**config.mk**
```make
export PLATFORM = sky130hd
export DESIGN_NAME = mem_arbiter
export DESIGN_NICKNAME = d
export VERILOG_FILES = /design/src/rtl/mem_arbiter.sv
export SDC_FILE = /design/constraint.sdc
export NUM_CORES = 1
export LEC_CHECK = 0
export BUFFER_PORTS_ARGS = -buffer_cell sky130_fd_sc_hd__buf_2
export CAP_MARGIN = 0
export CORE_AREA = 2 2 120 122
export DETAILED_ROUTE_END_ITERATION = 12
export DIE_AREA = 0 0 122 124
export HOLD_SLACK_MARGIN = 0.05
export PLACE_DENSITY = 0.61
export SLEW_MARGIN = 5
export SYNTH_ARGS = -nofsm -noshare
export SYNTH_HDL_FRONTEND = slang
export SYNTH_SLANG_ARGS = --single-unit
```
**constraint.sdc**
```tcl
create_clock -name clk -period 1.83 [get_ports clk]
set_input_delay 0.183 -clock clk [delete_from_list [all_inputs] [get_ports clk]]
set_output_delay 0.183 -clock clk [all_outputs]
set_load 0.01 [all_outputs]
```
**src/rtl/mem_arbiter.sv**
```systemverilog
// mem_arbiter: round-robin arbiter sharing one single-port data RAM between two requesters,
// with a one-cycle registered load response per port.
module mem_arbiter #(
  parameter int   DATA_WIDTH = 32,
  parameter logic RESET_PRIO = 1'b0
) (
  input  logic                  clk,
  input  logic                  rst,
  input  logic                  req0,
  input  logic                  req1,
  input  logic                  we0,
  input  logic                  we1,
  input  logic [DATA_WIDTH-1:0] addr0,
  input  logic [DATA_WIDTH-1:0] addr1,
  input  logic [DATA_WIDTH-1:0] wdata0,
  input  logic [DATA_WIDTH-1:0] wdata1,
  input  logic [2:0]            func3_0,
  input  logic [2:0]            func3_1,
  output logic                  gnt0,
  output logic                  gnt1,
  output logic                  rvalid0,
  output logic                  rvalid1,
  output logic [DATA_WIDTH-1:0] rdata0,
  output logic [DATA_WIDTH-1:0] rdata1,
  output logic [DATA_WIDTH-1:0] mem_addr,
  output logic [DATA_WIDTH-1:0] mem_wdata,
  output logic [2:0]            mem_func3,
  output logic                  mem_we,
  input  logic [DATA_WIDTH-1:0] mem_rdata
);
  typedef enum logic {IDLE, RESP_LOAD} resp_t;
  resp_t st0, st1, st0_n, st1_n;
  logic prio, prio_n;
  always_comb begin
    gnt0      = !rst && req0 && (!req1 || !prio);
    gnt1      = !rst && req1 && (!req0 || prio);
    mem_we    = gnt0 ? we0 : gnt1 ? we1 : 1'b0;
    mem_addr  = gnt0 ? addr0 : gnt1 ? addr1 : '0;
    mem_wdata = gnt0 ? wdata0 : gnt1 ? wdata1 : '0;
    mem_func3 = gnt0 ? func3_0 : gnt1 ? func3_1 : 3'd0;
    prio_n    = gnt0 ? 1'b1 : gnt1 ? 1'b0 : prio;
    st0_n     = (gnt0 && !we0) ? RESP_LOAD : IDLE;
    st1_n     = (gnt1 && !we1) ? RESP_LOAD : IDLE;
  end
  // a response pending when reset arrives must not be seen
  assign rvalid0 = !rst && st0 == RESP_LOAD;
  assign rvalid1 = !rst && st1 == RESP_LOAD;
  always_ff @(posedge clk) begin
    if (rst) begin
      prio   <= RESET_PRIO;
      st0    <= IDLE;
      st1    <= IDLE;
      rdata0 <= '0;
      rdata1 <= '0;
    end else begin
      prio <= prio_n;
      st0  <= st0_n;
      st1  <= st1_n;
      if (gnt0 && !we0) rdata0 <= mem_rdata;
      if (gnt1 && !we1) rdata1 <= mem_rdata;
    end
  end
endmodule

```
==> results of run 1 <==
cells by family (layout without fill, tap and decap cells):
group	Yosys count	count (layout)	synth area share
compound gates	199	199	0.4677
simple gates	10	10	0.02225
buf+inv	87	399	0.1124
other cells	0	6	0
flops	67	67	0.3976
layer usage:
metal | vias up | GRT usage
met3 | 32 | 0.06456
met4 | 0 | 0.1049
li1 | 2080 | -
met2 | 244 | 0.3900
met5 | - | 0
met1 | 2200 | 0.2501
final timing paths:
check        cells past startpoint                     from                       to
min                              3            mem_rdata[15]  rdata0[15]$_SDFFE_PP0P_
max reg2reg                      6        prio$_SDFFE_PP0P_  rdata0[23]$_SDFFE_PP0P_
min reg2reg                      2  rdata1[29]$_SDFFE_PP0P_  rdata1[29]$_SDFFE_PP0P_
max                              8        prio$_SDFFE_PP0P_             mem_addr[31]
area by class of cell:
type                    count  share of cell area
flip-flops and latches     67              0.2222
inverters                  39             0.02629
well taps                 180             0.03727
clock buffers              14             0.04203
clock inverters             2            0.005797
multi-input cells         209              0.2932
repair buffers            344              0.3708
diodes                      6            0.002484
timing repair:
item,4_1_cts,5_1_grt
pin swaps,10,6
setup buffers,9,3
endpoints found under the setup margin,60,67
gates resized for setup,45,11
cloned,8,3
worst register-to-register path, cell delays in order (launching register included):
cell and delay [ns]:
dfxtp_2 0.33, buf_6 0.12, buf_4 0.13, and2_1 0.15
buf_4 0.21, o311ai_0 0.34, o31ai_1 0.13
per-stage QoR:
stage	worst slack (ns)	instance area, µm²	TNS [ns]
floorplan	0.4798	3373	0
global placement	0.2303	5079	0
detailed placement	0.1926	5079	0
CTS	-0.09389	5893	-1.902
global route	-0.1280	6041	-4.358
finish	-0.06943	6043	-1.379
sequential cells by signal, indices dropped and copies added (netlist names):
name / count
prio: 1
rdata0: 32
rdata1: 32
st0: 1
st1: 1
where the power goes:
| group | internal, mW | switching, mW | leakage [nW] |
|---|---|---|---|
| Combinational | 0.536 | 0.570 | 2.39 |
| Clock | 1.09 | 0.586 | 0.141 |
| Sequential | 1.53 | 0.0336 | 0.547 |
synthesized netlist by cell type:
master / n
dfxtp_1: 67
o21a_1: 1
inv_1: 37
clkbuf_2: 3
nor2b_4: 1
buf_2: 9
o311ai_0: 64
a21oi_2: 1
nand3_1: 1
clkbuf_1: 31
a21oi_1: 1
inv_2: 1
a22o_1: 67
and2_1: 1
nor2b_1: 3
nand2b_1: 1
o21ai_1: 5
buf_6: 5
o21ai_0: 27
clkinv_1: 1
nor2_1: 1
o31ai_1: 32
a32oi_1: 1
nand2_4: 1
nor3_2: 1
==> flow_summary.ini, run 1 <==
[outcome]
status = complete, but fails checks
violations = negative setup slack

[worst_hold_path]
hp-class = in2reg

[clocking]
clock_latency_ns = 0.32
clk_pin_slew_ns = 0.05
h-tree-depth = 3
cts.sinks = 67
clockBufferDepth = 2
cts_tree = yes
numCtsBuffers = 9
cts-root-buf = clkbuf_16
cts_hold_buffers = 0

[timing]
slew_violations = 0
clock_skew_ns = 0.003696
post-route-min-period_ns = 1.899
fin_crit_sh = 1.038
fin_ws_ns = -0.06943
setup_viol = 42
hold_viol_final = 0
fmax_mhz = 526.5
fin_hold_ws_ns = 0.1285
maxSlewHeadroom = 0.6507
rsz0062_at_grt = true
tightest_slew_ns = 0.5239

[cells_and_area]
syn2layout_area_growth_pct = 79.15
final_cell_mix = 289 x buf_2, 66 x dfxtp_1, 64 x o311ai_0
final_common_cell = buf_2
multi_input_area_um2 = 1772
drive_gt1_frac = 0.5541
finalNonFillerCells = 861
fin_nets = 842
final_core_util = 0.4405
ff_latch_area_um2 = 1343
fillCellCount = 1343

[floorplan]
chipHeight_um = 124
ios = 308
coreArea_um2 = 13720
die_x_um = 122
rows = 43
die_area_um2 = 15130
start_util = 0.2459

[placement]
portBuffers = 307
gp_congestion = 0.9649
dp_hpwl_mm = 12.94
dp.cells = 818

[pwr]
fin_total_pwr_mw = 4.347
ir_drop_mv = 0.4003
p_per_area_nw_per_um2 = 719.2
leakagePower_nw = 3.077

[global_routing]
grtUsageTotal = 0.2231
gr-total-overflow = 0
antenna_found_initial = 5
grt_pass1_vias = 4286
grt_pass1_wl_mm = 24.98
grt_max_degree = 63

[detailed_routing]
drtIter0Drc = 347
vias_per_cell = 5.292
dr_wl_met2_mm = 9.516
via_count = 4556
drtPass1Iterations = 4
dr_wl_met3_mm = 1.520
drt-total-wl_mm = 18.59
ant_nets = 0
wl_met1_mm = 7.032
topRoutingLayerUsed = met4
route.detailed.drc = 0
avgRoutedWirePerCell_um = 21.59

[worst_setup_path]
r2r_setup_slack_ns = 0.30
cp_max_fo = 5
crit_chain = buf_6, nor2b_4, nor3_4, buf_6, buf_8, buf_16, a22o_4, buf_6
crit_family = buffers and inverters
cp_slowest_cell = dfxtp_2
crit_required_ns = 1.65
worst_ep_arrival_time_ns = 1.72
worstSetupStartpointType = flip-flop
crit_path_max_incr_delay_ns = 0.33
cpMostUsedCell = buf_6
crit_path_end_kind = output pin
worst-path-buf-inv = 5
crit_type = reg2out

[synthesis]
synth_seq_cells = 67
syn-num-nets = 535
syn-cell-area_um2 = 3373
synth_area_per_cell_um2 = 9.293
ys_warn_count = 0
yosys-top-cells-area = dfxtp_1 40%, a22o_1 17%, o311ai_0 17%
yosysTopAreaCell = dfxtp_1
ys_seq_area_frac = 0.3976
synth_top_area_share = 0.3976
synth_cell_types = 25
netlist_instances = 363

[job]
drv_cap = 0
No activity file was read; power rests on OpenSTA's default activity.
==> run 2, diff against run 1 <==
CELL_PAD_IN_SITES_DETAIL_PLACEMENT = 1   (was default)
CELL_PAD_IN_SITES_GLOBAL_PLACEMENT = 2   (was default)
CORE_AREA = default   (was 2 2 120 122)
CORE_MARGIN = 2   (was default)
CORE_UTILIZATION = 20   (was default)
DIE_AREA = default   (was 0 0 122 124)
PLACE_DENSITY = 0.89   (was 0.61)
==> run 2 against run 1 <==
Net effect:
- the run now ends clean
- fmax up 3.9%
- sequential share of layout area up 1.7 points
- clock-buffer cell count is 2 lower
- sequential cell count is the same
- via count down 3.5%
- non-clock buffer count fell by 14
- critical endpoint is now mem_wdata[31]
==> flow_summary.ini, run 2 (same netlist as run 1, synthesis figures left out) <==
[worst_setup_path]
cp_slowest_cell = dfxtp_4
crit_chain = nor2b_4, nor3_4, buf_12, buf_6, a22o_1, buf_2
rr_startpoint = prio$_SDFFE_PP0P_
crit_required_ns = 1.65
worst-path-buf-inv = 3
crit_family = buffers and inverters
worstSetupStartpointType = flip-flop
r2r_setup_slack_ns = 0.40
crit_path_max_incr_delay_ns = 0.38
worst_ep_arrival_time_ns = 1.64
crit_path_end_kind = output pin
cp_max_fo = 8
reg2regPathDepth = 5
crit_type = reg2out
reg2reg_to = rdata1[5]$_SDFFE_PP0P_

[timing]
fin_crit_sh = 0.9986
tightest_slew_ns = 0.4948
finalSetupTns_ns = 0
rsz0062_at_grt = true
hold_viol_final = 0
setup_viol = 0
post-route-min-period_ns = 1.827
slew_violations = 0
fin_hold_ws_ns = 0.1160
fmax_mhz = 547.2
maxSlewHeadroom = 0.6701
clock_skew_ns = 0.005274

[global_routing]
grtUsageTotal = 0.1926
gr-total-overflow = 0
antenna_found_initial = 7
grt_max_degree = 65
grt_pass1_wl_mm = 26.26
grt_pass1_vias = 4266

[detailed_routing]
drt-total-wl_mm = 19.00
route.detailed.drc = 0
via_count = 4396
drtIter0Drc = 183
drtPass1Iterations = 5
ant_nets = 0
avgRoutedWirePerCell_um = 21.49
vias_per_cell = 4.973

[cells_and_area]
final_common_cell = buf_2
drive_gt1_frac = 0.5295
reg.largest.list = rdata0 x32, rdata1 x32
ff_latch_area_um2 = 1345
syn2layout_area_growth_pct = 66.80
stdcell_area_um2 = 5627
final_cell_mix = 303 x buf_2, 67 x a22o_1, 66 x dfxtp_1
fillCellCount = 2024
finalNonFillerCells = 884
fin_nets = 828
multi_input_area_um2 = 1667

[clocking]
numCtsBuffers = 9
cts_tree = yes
h-tree-depth = 3
cts.sinks = 67
cts_hold_buffers = 0
clock_latency_ns = 0.33
cts-root-buf = clkbuf_16
clockBufferDepth = 2
clk_pin_slew_ns = 0.06

[placement]
gp_congestion = 0.9210
place_area_um2 = 5126
dp.cells = 856
dp_hpwl_mm = 14.00
portBuffers = 307

[floorplan]
coreArea_um2 = 16520
start_util = 0.2041
rows = 47
ios = 308
die_x_um = 133.9
chipHeight_um = 133.9
die_area_um2 = 17920

[pwr]
p_per_area_nw_per_um2 = 749.8
fin_total_pwr_mw = 4.219
leakagePower_nw = 2.871
ir_drop_mv = 0.3822

[job]
drv_cap = 0

[worst_hold_path]
hold_depth = 3
holdPathEnd = rdata1[25]$_SDFFE_PP0P_
hp-class = in2reg
hold_path.startpoint = mem_rdata[25]

[outcome]
status = complete, no violations
[run 2: cell types whose count changed in the layout (fill, tap and decap cells not counted), sizes merged]
| cell | change |
|---|---|
| diode | -3 |
| buf | -14 |
| clkinvlp | +2 |
| clkinv | -1 |
| clkbuf | -2 |
| inv | +1 |
[run 2: how the worst max path moves through the flow]
stage	to	cells after the start	slack, ns	startpoint
final	mem_wdata[31]	6	0.003	prio$_SDFFE_PP0P_
after global routing	mem_addr[4]	6	-0.05	prio$_SDFFE_PP0P_
after CTS	mem_wdata[27]	5	-0.01	prio$_SDFFE_PP0P_
after detailed placement	mem_addr[7]	6	0.24	prio$_SDFFE_PP0P_
after global placement	mem_addr[7]	6	0.31	prio$_SDFFE_PP0P_
after floorplan	mem_wdata[15]	6	0.48	prio$_SDFFE_PP0P_
[run 2: layout make-up]
cell class | instances | share of cell area
clock inverters | 4 | 0.008895
clock buffers | 12 | 0.04381
inverters | 39 | 0.02602
diodes | 3 | 0.001334
repair buffers | 330 | 0.3358
well taps | 220 | 0.04892
flip-flops and latches | 67 | 0.2390
multi-input cells | 209 | 0.2962
[run 2: stage by stage]
step,utilization,setup WS (ns)
2_1_floorplan,-,0.4798
3_3_place_gp,0.3102,0.3058
3_5_place_dp,0.3102,0.2397
5_1_grt,0.3402,-0.04585
4_1_cts,0.3309,-0.01151
6_report,0.3405,0.002583
[run 2: routing by layer]
layer | up-vias | global-route usage | part of all wire
met1 | 2121 | 0.2084 | 0.38
met3 | 30 | 0.06236 | 0.080
met4 | 2 | 0.05792 | 0.023
met5 | - | 0 | 0.00084
li1 | 2041 | - | -
met2 | 202 | 0.3561 | 0.52
[run 2: worst min-delay path, stage by stage]
cell and delay, ns:
buf_2 0.07, inv_1 0.04, o21ai_1 0.11
[run 2: power by group]
group          switching [mW]  internal, mW  total, mW
sequential             0.0354          1.53       1.56
clock                   0.618          1.09       1.71
combinational           0.516         0.431      0.948
total                    1.17          3.05       4.22
[run 2: timing repair]
action / in CTS / in global routing
buffers inserted: 0 / 2
gates cloned: 1 / 6
resized for setup: 3 / 6
endpoints found under the setup margin: 46 / 39
pin swaps: 0 / 2
